[config.mk]
export PLATFORM = sky130hd
export DESIGN_NAME = disp_scan_mux
export DESIGN_NICKNAME = d
export VERILOG_FILES = /design/src/rtl/disp_scan_mux.sv
export SDC_FILE = /design/constraint.sdc
export NUM_CORES = 1
export LEC_CHECK = 0
export CORE_MARGIN = 2
export CORE_UTILIZATION = 30
export CTS_BUF_LIST = sky130_fd_sc_hd__clkbuf_16
export DETAILED_ROUTE_END_ITERATION = 7
export SKIP_CTS_REPAIR_TIMING = 1
export SLEW_MARGIN = 20
export SYNTH_ARGS = -nofsm -noshare
export SYNTH_HDL_FRONTEND = slang
export SYNTH_SLANG_ARGS = --single-unit
export TNS_END_PERCENT = 5
[constraint.sdc]
create_clock -name clk -period 5.9 [get_ports clk]
set_clock_uncertainty 0.2 [all_clocks]
set_input_delay 1.475 -clock clk [delete_from_list [all_inputs] [get_ports clk]]
set_output_delay 1.475 -clock clk [all_outputs]
set_load 0.05 [all_outputs]
[src/rtl/disp_scan_mux.sv]
// disp_scan_mux: scans four BCD digits onto one shared 7-segment decoder
// with a blanking guard between digits and blinking of masked digits.
//
// Ports:
//   clk, rst       system clock, asynchronous active-high reset
//   d0..d3         BCD digits (d0 rightmost on anode 0, d3 leftmost)
//   blink_mask     bit i set makes digit i blink
//   digit          currently scanned digit (4'hF if input not valid BCD)
//   an_n           active-low anode enables, at most one low at a time
//   dp_n           active-low decimal point, lit on digit 2
module disp_scan_mux #(
    parameter int REFRESH_DIV  = 100000,
    parameter int BLANK_CYCLES = 1000,
    parameter int BLINK_DIV    = 25000000
) (
    input  logic       clk,
    input  logic       rst,
    input  logic [3:0] d0,
    input  logic [3:0] d1,
    input  logic [3:0] d2,
    input  logic [3:0] d3,
    input  logic [3:0] blink_mask,
    output logic [3:0] digit,
    output logic [3:0] an_n,
    output logic       dp_n
);

    localparam int SW = (REFRESH_DIV > 1) ? $clog2(REFRESH_DIV) : 1;
    localparam int BW = (BLINK_DIV > 1) ? $clog2(BLINK_DIV) : 1;
    localparam bit NOBLANK = (BLANK_CYCLES == 0);
    localparam int LB = NOBLANK ? 0 : BLANK_CYCLES - 1;

    localparam logic [SW-1:0] SLOT_LAST  = SW'(REFRESH_DIV - 1);
    localparam logic [SW-1:0] BLANK_LAST = SW'(LB);
    localparam logic [BW-1:0] BLINK_LAST = BW'(BLINK_DIV - 1);

    typedef enum logic {
        ST_BLANK = 1'b0,
        ST_ON    = 1'b1
    } state_t;

    state_t        r_state;
    logic [1:0]    r_idx;
    logic [SW-1:0] r_slot_cnt;
    logic [BW-1:0] r_blink_cnt;
    logic          r_blink_vis;

    state_t        w_state_nxt;
    logic [1:0]    w_idx_nxt;
    logic [SW-1:0] w_cnt_nxt;
    logic [3:0]    w_digit_nxt;
    logic [3:0]    w_sel;
    logic          w_slot_end;
    logic          w_load;
    logic          w_vis_nxt;
    logic          w_sup;
    logic          w_lit;

    assign w_slot_end = (r_slot_cnt == SLOT_LAST);
    assign w_vis_nxt  = r_blink_vis ^ (r_blink_cnt == BLINK_LAST);

    // Slot sequencing. Without blanking, the BLANK state is only seen
    // straight out of reset and acts as the entry edge of slot 0.
    always_comb begin
        w_state_nxt = r_state;
        w_idx_nxt   = r_idx;
        w_cnt_nxt   = r_slot_cnt + 1'b1;
        if (w_slot_end) begin
            w_idx_nxt   = r_idx + 2'd1;
            w_cnt_nxt   = '0;
            w_state_nxt = NOBLANK ? ST_ON : ST_BLANK;
        end else if (r_state == ST_BLANK) begin
            if (NOBLANK) begin
                w_cnt_nxt   = r_slot_cnt;
                w_state_nxt = ST_ON;
            end else if (r_slot_cnt == BLANK_LAST) begin
                w_state_nxt = ST_ON;
            end
        end
    end

    // Digit source follows the slot being entered, so an unblanked
    // build picks up the next digit on the slot-change edge.
    always_comb begin
        unique case (w_idx_nxt)
            2'd0:    w_sel = d0;
            2'd1:    w_sel = d1;
            2'd2:    w_sel = d2;
            default: w_sel = d3;
        endcase
    end

    assign w_load = (r_state == ST_BLANK) || (NOBLANK && w_slot_end);

    always_comb begin
        w_digit_nxt = digit;
        if (w_load) begin
            w_digit_nxt = (w_sel > 4'd9) ? 4'hF : w_sel;
        end
    end

    assign w_sup = (w_digit_nxt == 4'hF)
                 || (blink_mask[w_idx_nxt] && !w_vis_nxt);
    assign w_lit = (w_state_nxt == ST_ON) && !w_sup;

    always_ff @(posedge clk or posedge rst) begin
        if (rst) begin
            r_state     <= ST_BLANK;
            r_idx       <= 2'd0;
            r_slot_cnt  <= '0;
            r_blink_cnt <= '0;
            r_blink_vis <= 1'b1;
            digit       <= 4'd0;
            an_n        <= 4'b1111;
            dp_n        <= 1'b1;
        end else begin
            r_state     <= w_state_nxt;
            r_idx       <= w_idx_nxt;
            r_slot_cnt  <= w_cnt_nxt;
            r_blink_vis <= w_vis_nxt;
            r_blink_cnt <= (r_blink_cnt == BLINK_LAST) ? '0
                                                       : r_blink_cnt + 1'b1;
            digit       <= w_digit_nxt;
            an_n        <= w_lit ? ~(4'b0001 << w_idx_nxt) : 4'b1111;
            dp_n        <= !(w_lit && (w_idx_nxt == 2'd2));
        end
    end

endmodule

* Yosys cells after proc, flatten, opt, wreduce, memory -nomap -nowiden
Index checks and enable logic that the tools add are counted.
** Storage, ports and cells
- Logic and storage cells :: 42
- Input port bits :: 22
- Output and inout port bits :: 9
- Register bits after elaboration :: 55
** Cells by class
- Eq/ne operators :: 6
- Bitwise gates (word level) :: 2
- $lt $le $gt $ge :: 2
- Add/subtract/negate cells :: 3
- Mux-type cells :: 12
- Shifts and indexed selects :: 1
- Reductions and logical operators :: 8
** Operators with widths (number)
- $add 25x1->25 const B :: 1
- $eq 25x25->1 const B :: 1
- $mux 25 :: 1
- $add 17x1->17 const B :: 1
- $eq 17x10->1 const B :: 1
- $eq 17x17->1 const B :: 1
- $mux 17 :: 1
- $mux 4 :: 3
- $pmux 4 s3 :: 1
- $eq 4x4->1 const B :: 1
- $gt 4x4->1 const B :: 1
- $mux 1 :: 4
- $not 4->4 :: 1
- $shl 1x2->4 const A :: 1
- $logic_and 1x1->1 :: 3
- $logic_not 1->1 :: 3
- $lt 2x3->1 const B :: 1
- $add 2x1->2 const B :: 1
- $bmux 1 s2 :: 1
- $eq 2x1->1 const B :: 1
- $eq 2x2->1 const B :: 1
- $logic_not 2->1 :: 1
- $mux 2 :: 1
- $logic_or 1x1->1 :: 1
- $xor 1x1->1 :: 1

* Logic depth before layout (Yosys ltp)
Gate-level depths: netlist (run 1).
- Depth in word-level cells :: 13
- Gate-level depth with buffers :: 9
- Gate-level depth less buffers :: 8

* Worst setup path after synthesis (run 1)
Ideal clock, no wire load.
- Path type :: input to register
- From :: in blink_mask[0]
- To :: reg an_n[3]
- Arrival :: 2321 ps
- Buffers on the path :: 0
- Path slack :: 3274 ps
- Cell stages on the path :: 5
- Path through :: or3_1 a21boi_1 or4_1 o211a_2 nand4_1
** Between the ends
- Word-level cells in the longest chain between the ends :: 7
** Ends and longest elaborated chain
- start, declared :: line 22 : input logic [3:0] blink_mask,
- $bmux 1 s2 :: line 103 : || (blink_mask[w_idx_nxt] && !w_vis_nxt);
- $mux 1 (implied by the code) :: line 103
- $logic_and 1x1->1 :: line 103
- $logic_or 1x1->1 :: line 103
- $logic_not 1->1 :: line 104 : assign w_lit = (w_state_nxt == ST_ON) && !w_sup;
- $logic_and 1x1->1 :: line 104
- $mux 4 :: line 124 : an_n <= w_lit ? ~(4'b0001 << w_idx_nxt) : 4'b1111;
- end signal, assigned :: line 124
- end, declared :: line 24 : output logic [3:0] an_n,
Every way passes these cells. The select of a mux whose other input is x is not followed.

* Final worst setup path (run 1)
- From :: reg an_n[1]
- To :: out an_n[1]
No word-level cell between the ends.

==> results.toml, run 1 <==
[floorplan]
pin_count = 31
design.core.area_um2 = 9280
start_util_pct = 31.1
die-area_um2 = 10400
die_h_um = 102
rows = 35
die_w_um = 102

[global_route]
grt_pass1_wl_um = 9560
track_usage_pct = 11.7
grt-ovfl-total = 0
grt_pass1_vias = 2004
grt_max_degree = 55
grt_antenna_before_repair = 0

[clock_network]
cts.sinks = 54
clock_path_buffers = 2
cts-root-buf = "clkbuf_16"
cts_tree = "yes"
cts_buffers = 5
clkTransAtPathRegs_ns = 0.07
insertion_delay_ns = 0.29
h-tree-depth = 2

[setup_path]
crit_fanout = 1
critPathKind = "reg -> out"
crit_required_ns = 4.22
cpPeakStageDelay_ns = 0.81
r2r-end = "an_n[2]"
start_kind = "flip-flop"
reg2reg_from = "r_slot_cnt[0]"
crit_path_end_kind = "primary output"
critPathArrivalTime_ns = 1.63
worstPathCellList = "clkdlybuf4s50_1"
critPathBufInv = 1
critPathSlowestCell = "clkdlybuf4s50_1"
r2r_slack_ns = 2.86
cp_top_family = "buffers and inverters"
r2r_cells = 8

[detailed_routing]
drtPass1Iterations = 4
via_per_inst = 4.71
drc = 0
antenna_left = 0
drt_iter0_drc = 106
avgRoutedWirePerCell_um = 12.9
drt_wl_total_um = 5590
num_vias = 2039

[cells_and_area]
layout-drive-gt1-share_pct = 9.87
num-fill-cells = 964
area_growth_pct = 19.4
final_common_cell = "dfrtp_1"
num-nets-final = 327
mostFrequentLayoutCells = "dfrtp_1 (49), nor2_1 (33), clkdlybuf4s50_1 (30), nand3_1 (25), nand2_1 (24)"
post_layout_nonfiller_instances = 433
antennaDiodeCount = 0
postLayoutCellArea_um2 = 3440

[job]
maxCapViolations = 0

[synth]
synth.area.mux_share_pct = 4.68
syn_nets = 300
yosys.area.top_type_share_pct = 42.5
syn_area_um2 = 2890
ys_ff_latch = 54
synth_cell_type_count = 49
synth_adder_area_share_pct = 0.867
synthTopCellsByArea = "dfrtp_1 (42%), xor2_1 (6.4%), xnor2_1 (5.5%)"
avgSynthCellArea_um2 = 10.5
yosys_warnings = 0
ys_seq_area_share_pct = 47.1
synth_top_family_by_area = "simple AND/OR/NAND/NOR gates"
synthCells = 276
yosysTopAreaCell = "dfrtp_1"
synth_simple_gate_area_share_pct = 25.6
synth_compound_area_share_pct = 6.63
synthXorXnorAreaFrac_pct = 11.8

[timing]
rsz0062_at_grt = "no"
finalHoldViolCount = 0
period_share_pct = 56.0
worst_pin_slew_ns = 0.749
finalSetupTns_ns = 0
setup_violations = 0
slew-limit-headroom_pct = 50.1
min_period_ns = 3.30
slew_violations = 0
clock.fmax_mhz = 303

[min_path]
hold_path.class = "reg -> reg"
hp-start = "r_blink_cnt[4]"
min_delay_path_depth = 1
holdPathEnd = "r_blink_cnt[4]"

[power_and_ir_drop]
seq_power_share_pct = 49.8
pwr-share-clk_pct = 44.3
switching_share_pct = 21.0
p_sw_w = 0.000157
power_frac_comb_pct = 5.8
ir_worst_vdd_mv = 0.112
fin_total_pwr_w = 0.000749
intPower_w = 0.000592
p_per_area_nw_per_um2 = 218
leakage_nw = 1.47

[place]
dp.cells = 425
globalplace.congestion = 0.783
port_buffers = 30
place.detailed.hpwl_um = 3990
place_area_um2 = 3280

[outcome]
status = "finished, final reports clean"
## cell families after synthesis
logic type      count (synthesis)
buf+inv                        16
compound gates                 22
fa+ha+maj                       2
mux                            12
xor+xnor                       39
flops                          54
simple gates                  131
## power groups by stage
stage | Combinational, W | Sequential [W] | Clock (W)
6_report | 0.0000436 | 0.000373 | 0.000332
3_5_place_dp | 0.0000446 | 0.000381 | 0
3_3_place_gp | 0.0000438 | 0.000381 | 0
5_1_grt | 0.0000481 | 0.000374 | 0.000363
4_1_cts | 0.0000448 | 0.000373 | 0.000342
2_1_floorplan | 0.0000152 | 0.000386 | 0
## registers in the layout, summed over array words and instances (netlist names)
register and count:
r_state 1, digit 4, r_blink_cnt 25, r_blink_vis 1, r_idx 2, r_slot_cnt 17, an_n 4
## layer usage
layer,up-vias,track usage (%),share of wire (%)
met5,-,0,0
met4,0,2.46,0.82
met3,5,3.42,2.8
met2,23,18.3,46
met1,985,16.1,51
li1,1026,-,-
## worst max path at each step
stage                   from  endpoint  slack [ns]  cells past startpoint
6_report             an_n[1]   an_n[1]        2.60                      1
5_1_grt              an_n[2]   an_n[2]        2.55                      1
3_5_place_dp           d0[2]   an_n[2]        2.67                      6
4_1_cts              an_n[1]   an_n[1]        2.58                      1
3_3_place_gp   blink_mask[3]   an_n[3]        2.73                      7
2_1_floorplan            rst  digit[0]        2.92                      1
## per-stage QoR
stage	util, %	hold WS (ns)	setup WS, ns
4_1_cts	37.1	0.273	2.58
6_report	37.1	0.271	2.60
3_3_place_gp	35.3	0.257	2.73
5_1_grt	37.1	0.293	2.55
3_5_place_dp	35.3	0.260	2.67
2_1_floorplan	-	0.239	2.92
## final cells by class
class | count | area, µm² | share of cell area [%]
multi-input combinational | 206 | 1430 | 41.6
sequential | 54 | 1360 | 39.4
timing repair buffer | 30 | 300 | 8.72
tap | 129 | 161 | 4.69
clock buffer | 5 | 125 | 3.63
clock inverter | 3 | 42.5 | 1.24
inverter | 6 | 25.0 | 0.726
## synth_stat cells (all sizes together)
| cell type | count |
|---|---|
| nand3 | 25 |
| mux4 | 1 |
| or3 | 5 |
| mux2 | 2 |
| o32ai | 1 |
| nor4b | 2 |
| and4 | 6 |
| ha | 2 |
| dfstp | 5 |
| a21oi | 8 |
| mux2i | 9 |
| o211ai | 1 |
| xor2 | 21 |
| nor4 | 1 |
| nor2 | 33 |
| nand2 | 24 |
| o211a | 1 |
| a211oi | 2 |
| or4b | 1 |
| and4b | 1 |
| and2 | 3 |
| xnor2 | 18 |
| nor3 | 2 |
| a32o | 2 |
| nor2b | 3 |
| nand4 | 9 |
| and3 | 13 |
| o21ai | 2 |
| a311oi | 1 |
| clkbuf | 2 |
| a21boi | 1 |
| buf | 8 |
| dfrtp | 49 |
| a221oi | 2 |
| or4 | 1 |
| nor4bb | 1 |
| inv | 6 |
| a31oi | 1 |
| or2 | 1 |
(Power assumes the default switching activity.)
==> inputs of run 2 (changes only) <==
clock period = 2.8 ns   (was 5.9 ns; I/O delays follow)
==> run 2 against run 1 <==
Effect of this change:
- clock power rose by 110%
- total power rose by 110%
- critical endpoint is now digit[2]
- critical path depth rose by 7
- combinational power rose by 120%
- register-to-register slack got worse by 2.7 ns
- cell count rose by 0.92%
- die area did not move
- worst setup slack got worse by 2.4 ns
- sequential share of layout area fell by 0.47 points
- via count rose by 2.3%
- routed wire length rose by 1.8%
==> results.toml, run 2 (synthesis results as in run 1) <==
[outcome]
status = "finished, final reports clean"

[cells_and_area]
final_common_cell = "dfrtp_1"
layout-drive-gt1-share_pct = 11.7
reg_top3 = "r_blink_cnt (25), r_slot_cnt (17)"
area_growth_pct = 20.8
largest_reg_flops = 25
seqCellArea_um2 = 1360
fin_util_pct = 37.5
num-nets-final = 331
multi_input_area_um2 = 1440
regMostFlops = "r_blink_cnt"
antennaDiodeCount = 0
mostFrequentLayoutCells = "dfrtp_1 (49), nor2_1 (33), clkdlybuf4s50_1 (30), nand3_1 (25), nand2_1 (24)"
num-fill-cells = 956

[timing]
worst_slack_ns = 0.155
period_share_pct = 94.4
worst_pin_slew_ns = 0.512
slew-limit-headroom_pct = 65.8
clock.fmax_mhz = 378
fin_hold_ws_ns = 0.274
min_period_ns = 2.64
finalHoldViolCount = 0
finalSetupTns_ns = 0
setup_violations = 0
rsz0062_at_grt = "no"
slew_violations = 0

[setup_path]
reg2reg_from = "r_slot_cnt[0]"
crit_required_ns = 2.78
critical_path.startpoint = "r_slot_cnt[0]"
start_kind = "flip-flop"
r2r_slack_ns = 0.16
crit_path_end_kind = "flip-flop"
crit_fanout = 18
critPathArrivalTime_ns = 2.62
r2r-end = "digit[2]"
critPathKind = "reg -> reg"
r2r_cells = 8
worstSetupEndpoint = "digit[2]"

[floorplan]
die-area_um2 = 10400
design.core.area_um2 = 9280
rows = 35
pin_count = 31
die_h_um = 102
start_util_pct = 31.1
die_w_um = 102

[power_and_ir_drop]
leakage_nw = 1.49
ir_worst_vdd_mv = 0.257
p_per_area_nw_per_um2 = 452

[min_path]
min_delay_path_depth = 1
hold_path.class = "reg -> reg"

[place]
port_buffers = 30
place.detailed.hpwl_um = 4260
globalplace.congestion = 0.790
place_ws_ns = 0.0866

[detailed_routing]
antenna_left = 0
drc = 0
drtPass1Iterations = 4
num_vias = 2086
avgRoutedWirePerCell_um = 13.0
drt_iter0_drc = 117
via_per_inst = 4.77
drt_wl_total_um = 5700

[global_route]
grt_pass1_wl_um = 9910
grt_pass1_vias = 2090
grt_max_degree = 36
track_usage_pct = 12.0
grt-ovfl-total = 0
grt_antenna_before_repair = 0

[clock_network]
h-tree-depth = 2
cts.sinks = 54
clock_path_buffers = 2
clkTransAtPathRegs_ns = 0.07
cts_tree = "yes"
insertion_delay_ns = 0.29
cts_buffers = 5
cts-root-buf = "clkbuf_16"

[job]
maxCapViolations = 0
## run 2: per-layer routing
metal	vias to the layer above	global-route usage, %	wire length (µm)
met5	-	0	0
met4	0	2.87	44
met3	6	3.28	162
met2	24	17.9	2570
met1	1030	17.3	2920
li1	1026	-	-
## run 2: area by class of cell
class                      instances  area share [%]
clock buffer                       5            3.59
clock inverter                     3            1.18
inverter                           6           0.646
multi-input combinational        206            41.2
sequential                        54            38.9
tap                              129            4.63
timing repair buffer              34            9.83
## run 2: worst max-delay path: stages, from the launching register on
cell	delay [ns]
dfrtp_1	0.38
ha_1	0.26
and4_2	0.32
nand4_4	0.26
and3_4	0.29
a311oi_2	0.26
nand4_2	0.19
a211oi_2	0.29
a21oi_1	0.06
## run 2: where the power goes
group | leakage (nW) | switching, W | internal (W) | total, W
logic | 0.714 | 0.0000484 | 0.0000461 | 0.0000945
registers | 0.697 | 0.00000389 | 0.000784 | 0.000788
clock network | 0.0812 | 0.000273 | 0.000419 | 0.000692
## run 2: worst min path at each step
stage	startpoint	to	slack, ns
finish	r_blink_cnt[4]	r_blink_cnt[4]	0.27
global route	r_blink_cnt[4]	r_blink_cnt[4]	0.30
CTS	r_blink_cnt[4]	r_blink_cnt[4]	0.28
detailed placement	r_blink_cnt[4]	r_blink_cnt[4]	0.27
global placement	r_slot_cnt[0]	r_slot_cnt[0]	0.26
floorplan	r_blink_cnt[4]	r_blink_cnt[4]	0.24
## run 2: stage by stage
step                instance area, µm²  total power [W]  std cells
floorplan                         2890         0.000845        276
global placement                  3320         0.000898        429
detailed placement                3320         0.000898        429
CTS                               3480          0.00160        437
global route                      3490          0.00163        437
finish                            3490          0.00157        437
==> inputs of run 3 (changes only) <==
--- a/config.mk
+++ b/config.mk
@@ -7,2 +7,3 @@
 export LEC_CHECK = 0
+export ABC_AREA = 1
 export CORE_MARGIN = 2
--- a/constraint.sdc
+++ b/constraint.sdc
@@ -4,2 +4,2 @@
 set_output_delay 0.7 -clock clk [all_outputs]
-set_load 0.05 [all_outputs]
+set_load 0.1 [all_outputs]
==> run 3 against run 2 <==
Effect of this change:
- first-iteration DRC count up 11%
- critical path type unchanged
- clock-buffer cell count unchanged
- highest routed layer unchanged
- routed wire length up 9.3%
==> results.toml, run 3 <==
[min_path]
hp-start = "r_blink_cnt[0]"
hold_path.class = "reg -> reg"
min_delay_path_depth = 1

[timing]
finalHoldViolCount = 0
slew_violations = 0
worst_slack_ns = 0.286
clock.fmax_mhz = 398
period_share_pct = 89.8
setup_violations = 0
rsz0062_at_grt = "no"
slew-limit-headroom_pct = 68.8
finalSetupTns_ns = 0
worst_pin_slew_ns = 0.464
min_period_ns = 2.51

[place]
place_area_um2 = 3480
port_buffers = 30
place_ws_ns = 0.199
place.detailed.hpwl_um = 4790
globalplace.congestion = 0.802
dp.cells = 542

[detailed_routing]
drtPass1Iterations = 5
drt_wl_total_um = 6230
antenna_left = 0
num_vias = 2521
via_per_inst = 4.58
drt_iter0_drc = 130
drc = 0
avgRoutedWirePerCell_um = 11.3

[synth]
netlist_top_cells_count = "inv_1 (68), nand2_1 (67), dfrtp_1 (49)"
yosys.area.top_type_share_pct = 40.3
synthTopCellsByArea = "dfrtp_1 (40%), inv_1 (8.4%), nand2_1 (8.3%)"
ys_ff_latch = 54
yosysMostFrequentCell = "inv_1"
yosysTopAreaCell = "dfrtp_1"
ys_seq_area_share_pct = 44.6
synthArstFlopShare_pct = 100
synthFlopType = "dfrtp_1"
syn_area_um2 = 3040
yosys_warnings = 0
avgSynthCellArea_um2 = 8.03
synthCells = 379
synth_enable_flop_cells = 0
synth_cell_type_count = 41
syn_nets = 403

[clock_network]
clock_path_buffers = 2
h-tree-depth = 2
cts_buffers = 5
insertion_delay_ns = 0.29
cts-root-buf = "clkbuf_16"
cts.sinks = 54
clkTransAtPathRegs_ns = 0.08
cts_tree = "yes"

[cells_and_area]
num-nets-final = 440
regMostFlops = "r_blink_cnt"
post_layout_nonfiller_instances = 550
largest_reg_flops = 25
antennaDiodeCount = 0
area_growth_pct = 20.3
reg_top3 = "r_blink_cnt (25), r_slot_cnt (17)"
mostFrequentLayoutCells = "nand2_1 (67), inv_1 (67), dfrtp_1 (49), nor2_1 (40), nand3_1 (25)"
layout-drive-gt1-share_pct = 15.3
postLayoutCellArea_um2 = 3660

[setup_path]
critPathKind = "reg -> reg"
critPathArrivalTime_ns = 2.49
reg2reg_from = "r_blink_cnt[0]"
critical_path.startpoint = "r_blink_cnt[0]"
r2r_cells = 15
start_kind = "flip-flop"
crit_fanout = 4
crit_path_end_kind = "flip-flop"
crit_required_ns = 2.78

[job]
maxCapViolations = 0

[floorplan]
pin_count = 31
die_h_um = 105
die-area_um2 = 11000
start_util_pct = 31.0
rows = 36
design.core.area_um2 = 9820
die_w_um = 105

[power_and_ir_drop]
p_per_area_nw_per_um2 = 437
leakage_nw = 1.79
ir_worst_vdd_mv = 0.251
fin_total_pwr_w = 0.00160

[global_route]
grt-ovfl-total = 0
grt_max_degree = 25
grt_pass1_wl_um = 10900
grt_antenna_before_repair = 0
track_usage_pct = 11.9
grt_pass1_vias = 2533

[outcome]
status = "finished, final reports clean"
## run 3: cell types whose count changed after synthesis, sizes merged, moves of 7 or more
cell	before	now
a21oi	8	17
and3	13	0
inv	6	74
mux2i	9	0
nand2	24	78
nand3	25	32
nor2	33	49
o21ai	2	12
xnor2	18	2
xor2	21	10
## run 3: path summary, 6_finish.rpt
kind,endpoint,slack [ns]
hold reg to reg,r_blink_cnt[0],0.26
setup / recovery,r_blink_cnt[22],0.29
min in group asynchronous,r_blink_cnt[15],0.45
setup reg to reg,r_blink_cnt[22],0.29
max in group asynchronous,r_blink_vis,1.31
hold / removal,r_blink_cnt[0],0.26
## run 3: cell families after synthesis
group	synth area share [%]
AOI/OAI and AO/OA	7.97
and+or+nand+nor	33.3
adders and majority gates	0.822
DFF	44.6
buffers and inverters	9.86
xor gates and xnor gates	3.45
## run 3: worst max-delay path, stage by stage (launching register included)
cell	delay, ns
dfrtp_1	0.37
ha_1	0.18
nand2_1	0.07
inv_2	0.06
nand2_2	0.07
nor2_4	0.11
nand3_1	0.12
or2_1	0.26
nor2_2	0.11
nand4_1	0.14
nor2_2	0.17
nand3_2	0.13
nor2_2	0.14
nand2_1	0.08
o21ai_1	0.12
a21oi_1	0.05
## run 3: power by group
part,switching [W],leakage [nW],total [W],internal [W]
Clock,0.000289,0.0844,0.000716,0.000427
Sequential,0.00000177,0.697,0.000785,0.000783
Combinational,0.0000594,1.01,0.0000989,0.0000394
## run 3: area by class of cell
type / count / area, µm²
inverters: 75 / 282
fillers: 1030 / 6160
flip-flops and latches: 54 / 1360
clock inverters: 3 / 47.5
multi-input cells: 248 / 1390
repair buffers: 32 / 293
clock buffers: 5 / 125
well taps: 133 / 166
## run 3: through the flow
step / hold WS [ns] / utilization (%)
floorplan: 0.232 / -
global placement: 0.245 / 35.5
detailed placement: 0.254 / 35.5
CTS: 0.265 / 37.2
global route: 0.291 / 37.3
finish: 0.260 / 37.3
## run 3: routing by layer
metal  track usage [%]  part of all wire (%)
met1              14.5                    45
met2              21.0                    51
met3              2.06                   2.1
met4              4.19                   1.5
met5                 0                     0
